File: config.mk
export PLATFORM = sky130hd
export DESIGN_NAME = strobe_capture_fifo_flat
export DESIGN_NICKNAME = d
export VERILOG_FILES = /design/src/rtl/strobe_capture_fifo_if.sv /design/src/rtl/strobe_capture_fifo.sv /design/src/flat_wrapper.sv
export SDC_FILE = /design/constraint.sdc
export NUM_CORES = 1
export LEC_CHECK = 0
export CAP_MARGIN = 0
export CORE_ASPECT_RATIO = 0.75
export CORE_UTILIZATION = 44
export CTS_CLUSTER_SIZE = 24
export DETAILED_ROUTE_END_ITERATION = 12
export MAX_ROUTING_LAYER = met4
export PLACE_DENSITY = 0.73
export SLEW_MARGIN = 20
export SYNTH_ARGS = -nofsm -noshare
export SYNTH_HDL_FRONTEND = slang
export SYNTH_SLANG_ARGS = --single-unit
File: constraint.sdc
create_clock -name clk -period 2.03 [get_ports clk]
set_clock_uncertainty 0.1 [all_clocks]
set_input_delay 0.3045 -clock clk [delete_from_list [all_inputs] [get_ports clk]]
set_output_delay 0.3045 -clock clk [all_outputs]
set_load 0.005 [all_outputs]
File: src/rtl/strobe_capture_fifo_if.sv
// Output handshake bundle of strobe_capture_fifo.
//   out_valid : head entry present (driven by the FIFO)
//   out_ready : consumer accepts the head entry (driven by the consumer)
//   out_data  : head entry, don't-care while out_valid=0
interface strobe_capture_fifo_if #(
    parameter int unsigned W = 1
);
    logic         out_valid;
    logic         out_ready;
    logic [W-1:0] out_data;

    modport master (output out_valid, output out_data, input out_ready);
    modport slave  (input out_valid, input out_data, output out_ready);
endinterface

File: src/rtl/strobe_capture_fifo.sv
// Strobe-qualified capture into a small FIFO.
// A strobe q is qualified from the request lines under a 2-bit mode. Each rising
// edge of q captures data_in into the FIFO and into last_data. The FIFO drains
// through a valid/ready interface. A capture that finds the FIFO full without a
// pop in the same cycle is dropped and sets the sticky overflow flag.
// Ports:
//   clk, rst_n : clock and synchronous active-low reset
//   req, mode  : request lines and qualifier select
//   data_in    : word sampled on a capture
//   clr_ovf    : clears overflow; a drop in the same cycle takes priority
//   out        : valid/ready FIFO head port (master side)
//   last_data  : most recent captured word
//   count      : FIFO occupancy, 0..DEPTH
//   overflow   : sticky drop flag
module strobe_capture_fifo #(
    parameter int unsigned W     = 1,
    parameter int unsigned NREQ  = 4,
    parameter int unsigned DEPTH = 4
) (
    input  logic                         clk,
    input  logic                         rst_n,
    input  logic [NREQ-1:0]              req,
    input  logic [1:0]                   mode,
    input  logic [W-1:0]                 data_in,
    input  logic                         clr_ovf,
    strobe_capture_fifo_if.master        out,
    output logic [W-1:0]                 last_data,
    output logic [$clog2(DEPTH+1)-1:0]   count,
    output logic                         overflow
);
    localparam int unsigned PW = $clog2(DEPTH);
    localparam int unsigned CW = $clog2(DEPTH+1);

    logic [W-1:0]  mem [DEPTH];
    logic [PW-1:0] wr_ptr;
    logic [PW-1:0] rd_ptr;
    logic [CW-1:0] count_next;
    logic          q;
    logic          q_d;
    logic          capture;
    logic          full;
    logic          pop;
    logic          push;
    logic          drop;

    always_comb begin
        q = 1'b0;
        case (mode)
            2'b11:   q = |req[NREQ-1:NREQ/2];
            2'b10:   q = 1'b0;
            default: q = |req;
        endcase
    end

    assign capture = q & ~q_d;
    assign full    = (count == CW'(DEPTH));
    assign pop     = out.out_valid & out.out_ready;
    // A pop frees the slot in the same cycle, so a full FIFO still accepts the push.
    assign push    = capture & (~full | pop);
    assign drop    = capture & full & ~pop;

    always_comb begin
        count_next = count;
        if (push && !pop) begin
            count_next = count + CW'(1);
        end else if (pop && !push) begin
            count_next = count - CW'(1);
        end
    end

    always_ff @(posedge clk) begin
        if (!rst_n) begin
            q_d           <= 1'b1;  // q already high at release must not capture
            wr_ptr        <= '0;
            rd_ptr        <= '0;
            count         <= '0;
            out.out_valid <= 1'b0;
            overflow      <= 1'b0;
            last_data     <= '0;
        end else begin
            q_d           <= q;
            count         <= count_next;
            out.out_valid <= (count_next != '0);
            if (push) begin
                wr_ptr <= wr_ptr + PW'(1);
            end
            if (pop) begin
                rd_ptr <= rd_ptr + PW'(1);
            end
            if (capture) begin
                last_data <= data_in;
            end
            if (drop) begin
                overflow <= 1'b1;
            end else if (clr_ovf) begin
                overflow <= 1'b0;
            end
        end
    end

    // Storage is not reset; writes are gated so nothing lands during reset.
    always_ff @(posedge clk) begin
        if (rst_n && push) begin
            mem[wr_ptr] <= data_in;
        end
    end

    assign out.out_data = mem[rd_ptr];
endmodule

File: src/flat_wrapper.sv
// flat-port wrapper written by rule: the top's interface ports become plain ports
module strobe_capture_fifo_flat 
#(
    parameter int unsigned W     = 1,
    parameter int unsigned NREQ  = 4,
    parameter int unsigned DEPTH = 4
)
  (clk, rst_n, req, mode, data_in, clr_ovf, last_data, count, overflow, out_out_valid, out_out_data, out_out_ready);
  strobe_capture_fifo_if #(.W(W)) out_i ();
  input  logic clk;
  input  logic rst_n;
  input  logic [NREQ-1:0] req;
  input  logic [1:0] mode;
  input  logic [W-1:0] data_in;
  input  logic clr_ovf;
  output logic [W-1:0] last_data;
  output logic [$clog2(DEPTH+1)-1:0] count;
  output logic overflow;
  output wire logic [$bits(out_i.out_valid)-1:0] out_out_valid;
  output wire logic [$bits(out_i.out_data)-1:0] out_out_data;
  input wire logic [$bits(out_i.out_ready)-1:0] out_out_ready;
  assign out_out_valid = out_i.out_valid;
  assign out_out_data = out_i.out_data;
  assign out_i.out_ready = out_out_ready;
  strobe_capture_fifo #(.W(W), .NREQ(NREQ), .DEPTH(DEPTH)) u_core (.clk(clk), .rst_n(rst_n), .req(req), .mode(mode), .data_in(data_in), .clr_ovf(clr_ovf), .out(out_i), .last_data(last_data), .count(count), .overflow(overflow));
endmodule
# Word-level counts from Yosys, hierarchy flattened
# Memory sizes are Yosys's and may differ from the RTL's. A register that Yosys moved wholly into a read port is not among the register bits.
# Cells that the tools add are included.
# classes
n_addsub	4
mul	0
n_div	0
magnitude_cmp	0
n_eq_ne	3
n_shift	0
mux	9
bitwise_logic	9
reduce_logical	9
# op_table
cell	n
$mux W3	2
$and A1 B1 Y1	5
$add A2 B1 Y2 const B	2
$eq A2 B2 Y1 const B	2
$mux W1	4
$mux W2	2
$reduce_or A4 Y1	1
$add A3 B1 Y3 const B	1
$eq A3 B3 Y1 const B	1
$logic_and A1 B1 Y1	3
$not A1 Y1	3
$reduce_bool A3 Y1	1
$sub A3 B1 Y3 const B	1
$logic_not A1 Y1	2
$pmux W1 S2	1
$reduce_bool A2 Y1	1
$reduce_or A2 Y1	1
$or A1 B1 Y1	1
# totals
register_bits	11
latchBits	0
ram_bits	4
romBits	0
in_bits	11
out_inout_bits	7
mem_count	1
# mem_list
name	words	width	read_ports	rd_ports_with_merged_regs	wr	line	source
u_core.mem	4	1	1	1	1	strobe_capture_fifo.sv:34	logic [W-1:0] mem [DEPTH];

# Longest topological paths before layout
# depth
word_depth	9
ltp_mapped	7

# Least setup slack after synthesis
# OpenSTA, ideal clock, no wires.
# synth_timing
path_kind	register -> register
start	register u_core.count[0]
end	register u_core.out.out_valid
setup_ns	0.120
arrival_ns	1.759
required_ns	1.810
setup_slack_ns	0.052
path_stages_with_launch	8
path_buffers	0
synth_period_minus_slack_ns	1.978
cell_sequence	dfxtp_1 > inv_1 > ha_1 > a22o_1 > a2111oi_2 > a21oi_2 > xnor2_1 > a211o_1
# synth_via
elab_chain_len	9
# synth_rtl
item	line	source
start, declared	strobe_capture_fifo.sv:28	output logic [$clog2(DEPTH+1)-1:0] count,
start signal, assigned	strobe_capture_fifo.sv:82	count <= count_next;
$eq A3 B3 Y1	strobe_capture_fifo.sv:56	assign full = (count == CW'(DEPTH));
$not A1 Y1	strobe_capture_fifo.sv:59	assign push = capture & (~full | pop);
$or A1 B1 Y1	strobe_capture_fifo.sv:59	
$and A1 B1 Y1	strobe_capture_fifo.sv:59	
$logic_not A1 Y1	strobe_capture_fifo.sv:66	end else if (pop && !push) begin
$logic_and A1 B1 Y1	strobe_capture_fifo.sv:66	
$mux W3	strobe_capture_fifo.sv:66	
$mux W3 (*)	strobe_capture_fifo.sv:64	if (push && !pop) begin
$reduce_bool A3 Y1 (*)	strobe_capture_fifo.sv:83	out.out_valid <= (count_next != '0);
end signal, assigned	strobe_capture_fifo.sv:83	
end, declared	strobe_capture_fifo_if.sv:12	modport master (output out_valid, output out_data, input out_ready);
# Every way passes the cells marked *; elsewhere a longest branch is shown, timed or not.
# A chain may end at the register's enable or synchronous reset.

# Worst setup path in the final report
# layout_timing
start	input port req[3]
end	memory u_core.mem[0] (enable)
# layout_via
elab_chain_len	7
# layout_rtl
item	line	source
start, declared	flat_wrapper.sv:12	input logic [NREQ-1:0] req;
$reduce_or A4 Y1 or $reduce_or A2 Y1 (tied branches)	strobe_capture_fifo.sv:51, strobe_capture_fifo.sv:49	
$pmux W1 S2 (*)	strobe_capture_fifo.sv:48	case (mode)
$and A1 B1 Y1 (*)	strobe_capture_fifo.sv:55	assign capture = q & ~q_d;
$and A1 B1 Y1 (*)	strobe_capture_fifo.sv:59	
$logic_and A1 B1 Y1 (*)	strobe_capture_fifo.sv:103	if (rst_n && push) begin
$mux W1 (*)	strobe_capture_fifo.sv:103	
$mux W1 (not written as such) (*)	strobe_capture_fifo.sv:104	mem[wr_ptr] <= data_in;
end, declared	strobe_capture_fifo.sv:34	
# Marked as above.

==> summary.txt <==
Yosys
  • Portion of the post-synthesis area used by sequential elements: a little over two fifths
  • Cell types with the largest area share after synthesis: dfxtp_1 30%, edfxtp_1 14%, ha_1 10%, and2_1 5.0%, xnor2_1 4.0%
  • Average instance area after synthesis: 11.07 µm²
  • Post-Syn Area: 874.6 µm²
  • Cell type with the highest aggregate area in the netlist: dfxtp_1
  • Dominant register cell in the synthesized netlist: dfxtp_1
  • Gate Count Post-Synth: between 70 and 80
  • Count of flip-flops with a built-in enable after synthesis: 4
  • Syn_nets: 97
  • Synth async-reset ratio: 0%
  • Yosys warnings: 0
  • Count of cell types in the netlist: 33
  • Fraction of synthesized cell area taken by the top area cell type: a little under 30%
  • #FFs+latches synth: 17

Job
  • Total of max-cap violations: 0

Placement
  • # port buffers: 17
  • Placer congestion estimate: between 0.8 and 0.9
  • Worst setup slack after placement: -0.1944 ns
  • Total cell area at the placement stage: 1129 µm²
  • Post-DP HPWL: 1.319 mm

Floorplan
  • Chip width: ~53 µm
  • Vertical extent of the die: between 40 and 50 µm
  • FP Rows: 13
  • Starting density of the core: 48.44%
  • Top-level port count: 18
  • Total die area: 2172 µm²
  • Core Region: 1805 µm²

Layout
  • Fillers: 157
  • Final net count: 126
  • Fraction of final layout cells with drive strength greater than 1: 20.56%
  • Area taken by multi-input logic gates: 484.2 µm²
  • Synthesis-to-layout area growth: 33.91%
  • Fin area: 1171 µm²
  • Number of antenna diodes: 0
  • Storage cell area: 380.4 µm²

Critical path
  • CP max FO: 5
  • Worst Setup Start Kind: primary input
  • Gate family responsible for the most delay along the worst path: buffers and inverters
  • Critical path depth: 5
  • Required time at the worst-slack endpoint: 1.94 ns
  • Startpoint-to-endpoint class of the critical path: in2reg
  • Number of cells traversed by the worst register-to-register path: 7
  • Worst EP arrival: 1.86 ns
  • Cell Chain, Critical Path: clkdlybuf4s50_1, o21ai_2, a211oi_2, and2_1, and3_1
  • Delay contributed by the slowest stage of the critical path: 0.55 ns
  • Worst setup EP type: register
  • Worst Path Buf+Inv: 1
  • Slowest cell on the critical path: clkdlybuf4s50_1

STA
  • Worst-case headroom to the max-slew limit: approximately 73%
  • Final hold vios: 0
  • Max Fclk: ~0.51 GHz
  • Setup repair after global routing missed its margin: false
  • Number of max-slew violations in the final report: 0
  • Tightest hold margin: 0.3995 ns
  • Final cycle utilization of the critical path: 95.88%
  • Total setup violations reported at the end of the flow: 0
  • Worst-Margin Slew: 0.4041 ns
  • Setup Total Neg Slack: 0 ns
  • Minimum clock period after layout: 1.946 ns
  • Worst-case setup margin in the final layout: 0.08359 ns

Power
  • Cell Pwr Density: 853.6 nW/µm²
  • Overall power consumption: 0.9997 mW
  • Leak pwr: 0.4671 nW
  • Peak ir drop on the vdd network: ~0.70 mV

Route
  • Iteration-0 DRC Markers: 7
  • Vias per inst: just over 5
  • DRC viols: 0
  • Sum of routed wire length over all layers: between 1.5 and 2 mm
  • Average detailed-routed wire length per instance: 12.36 µm
  • Antenna-violating nets left: 0
  • Vias post-DR: 658
  • Number of search-and-repair iterations in the first detailed-routing pass: 3

Clock tree
  • Number of buffers added for setup after CTS: 0
  • H-tree levels: 1
  • Bufs on Longest Clock Path: 2
  • Inserted Clock Buffers: 3
  • Clock tree sinks: 17
  • Clock root cell: clkbuf_4
  • Clock latency at the later pin of the worst-skew pair: 0.28 ns
  • CTS tree: done
  • Register clock-pin slew on the reported worst setup and hold paths: 0.09 ns

Min path
  • Worst hold path cell count: 2
  • Classification of the worst-slack hold path: reg2reg

Global routing
  • Initial antenna violation count: 0
  • GR Util All Layers: 19.34%
  • Global-route wire length before repair: 2.704 mm
  • Total congestion overflow: 0
  • Largest net degree at the start of global routing: 11
  • Vias in the first global route: between 600 and 700

Run status
  • Result of the run: finished clean
-- report_power, final --
part | switching (mW) | internal (mW)
combinational | 0.167 | 0.223
clock | 0.0995 | 0.0732
sequential | 0.0395 | 0.397
-- cell usage in the layout, fill, tap and decap left out, types with 2 or more instances in the layout --
master,Yosys,final
clkbuf_4,0,3
buf_4,0,8
dfxtp_1,13,13
edfxtp_1,4,4
a21oi_1,5,5
nand2_1,5,5
xnor2_1,4,4
inv_1,5,5
and3_1,4,4
clkdlybuf4s50_1,0,16
nor2_1,2,2
and2_1,7,7
ha_1,7,7
-- stage by stage --
stage | util, % | std cells
4_1_cts | 64.03 | 129
5_1_grt | 64.86 | 129
3_5_place_dp | 62.51 | 125
3_3_place_gp | 62.51 | 125
6_report | 64.86 | 129
2_1_floorplan | - | 79
-- repair_timing --
item	4_1_cts	5_1_grt
gates resized for setup	0	2
hold buffers	0	0
endpoints found under the setup margin	0	2
-- final timing paths --
kind	from	endpoint	slack, ns
hold reg to reg	u_core.last_data$_SDFFE_PN0P_	u_core.last_data$_SDFFE_PN0P_	0.40
hold / removal	u_core.last_data$_SDFFE_PN0P_	u_core.last_data$_SDFFE_PN0P_	0.40
setup reg to reg	u_core.count[0]$_SDFF_PN0_	u_core.out.out_valid$_SDFF_PN0_	0.14
setup / recovery	req[3]	u_core.mem[0]$_DFFE_PP_	0.08
-- worst reg2reg max path, delay by kind of cell, from the launching register on --
kind / cells / cell delay, ns
adder cells (fa/ha/maj): 1 / 0.23
flip-flops: 1 / 0.35
buffers and inverters: 1 / 0.06
XOR/XNOR: 1 / 0.14
AO/OA/AOI/OAI: 4 / 0.90
-- kinds of logic after synthesis --
group / count (synthesis) / share of synthesized area [%]
adders and majority gates: 7 / 10.01
DFF: 17 / 43.49
and+or+nand+nor: 25 / 18.17
AOI/OAI and AO/OA: 19 / 19.17
xor gates and xnor gates: 4 / 4.005
muxes: 1 / 2.575
buffers and inverters: 6 / 2.575
-- metal layers --
| layer | share of wire [%] | track usage (%) | vias to the layer above | wire, µm |
|---|---|---|---|---|
| li1 | - | - | 343 | - |
| met1 | 48 | 21.95 | 301 | 768 |
| met2 | 47 | 32.81 | 12 | 749 |
| met5 | 0 | - | - | 0 |
| met4 | 0.38 | 3.947 | 0 | 6 |
| met3 | 4.4 | 7.778 | 2 | 70 |
-- area by class of cell --
cell class / count / share of cell area [%]
clock buffers: 3 / 1.923
clock inverters: 1 / 0.4274
inverters: 5 / 1.603
multi-input cells: 56 / 41.35
flip-flops and latches: 17 / 32.48
well taps: 22 / 2.350
repair buffers: 25 / 19.87
-- Yosys cell counts, types with 2 or more instances --
| master | count |
|---|---|
| a21oi_1 | 5 |
| and2_1 | 7 |
| xnor2_1 | 4 |
| ha_1 | 7 |
| edfxtp_1 | 4 |
| nand2_1 | 5 |
| dfxtp_1 | 13 |
| nor2_1 | 2 |
| inv_1 | 5 |
| and3_1 | 4 |
Power figures use the tool's default switching activity.
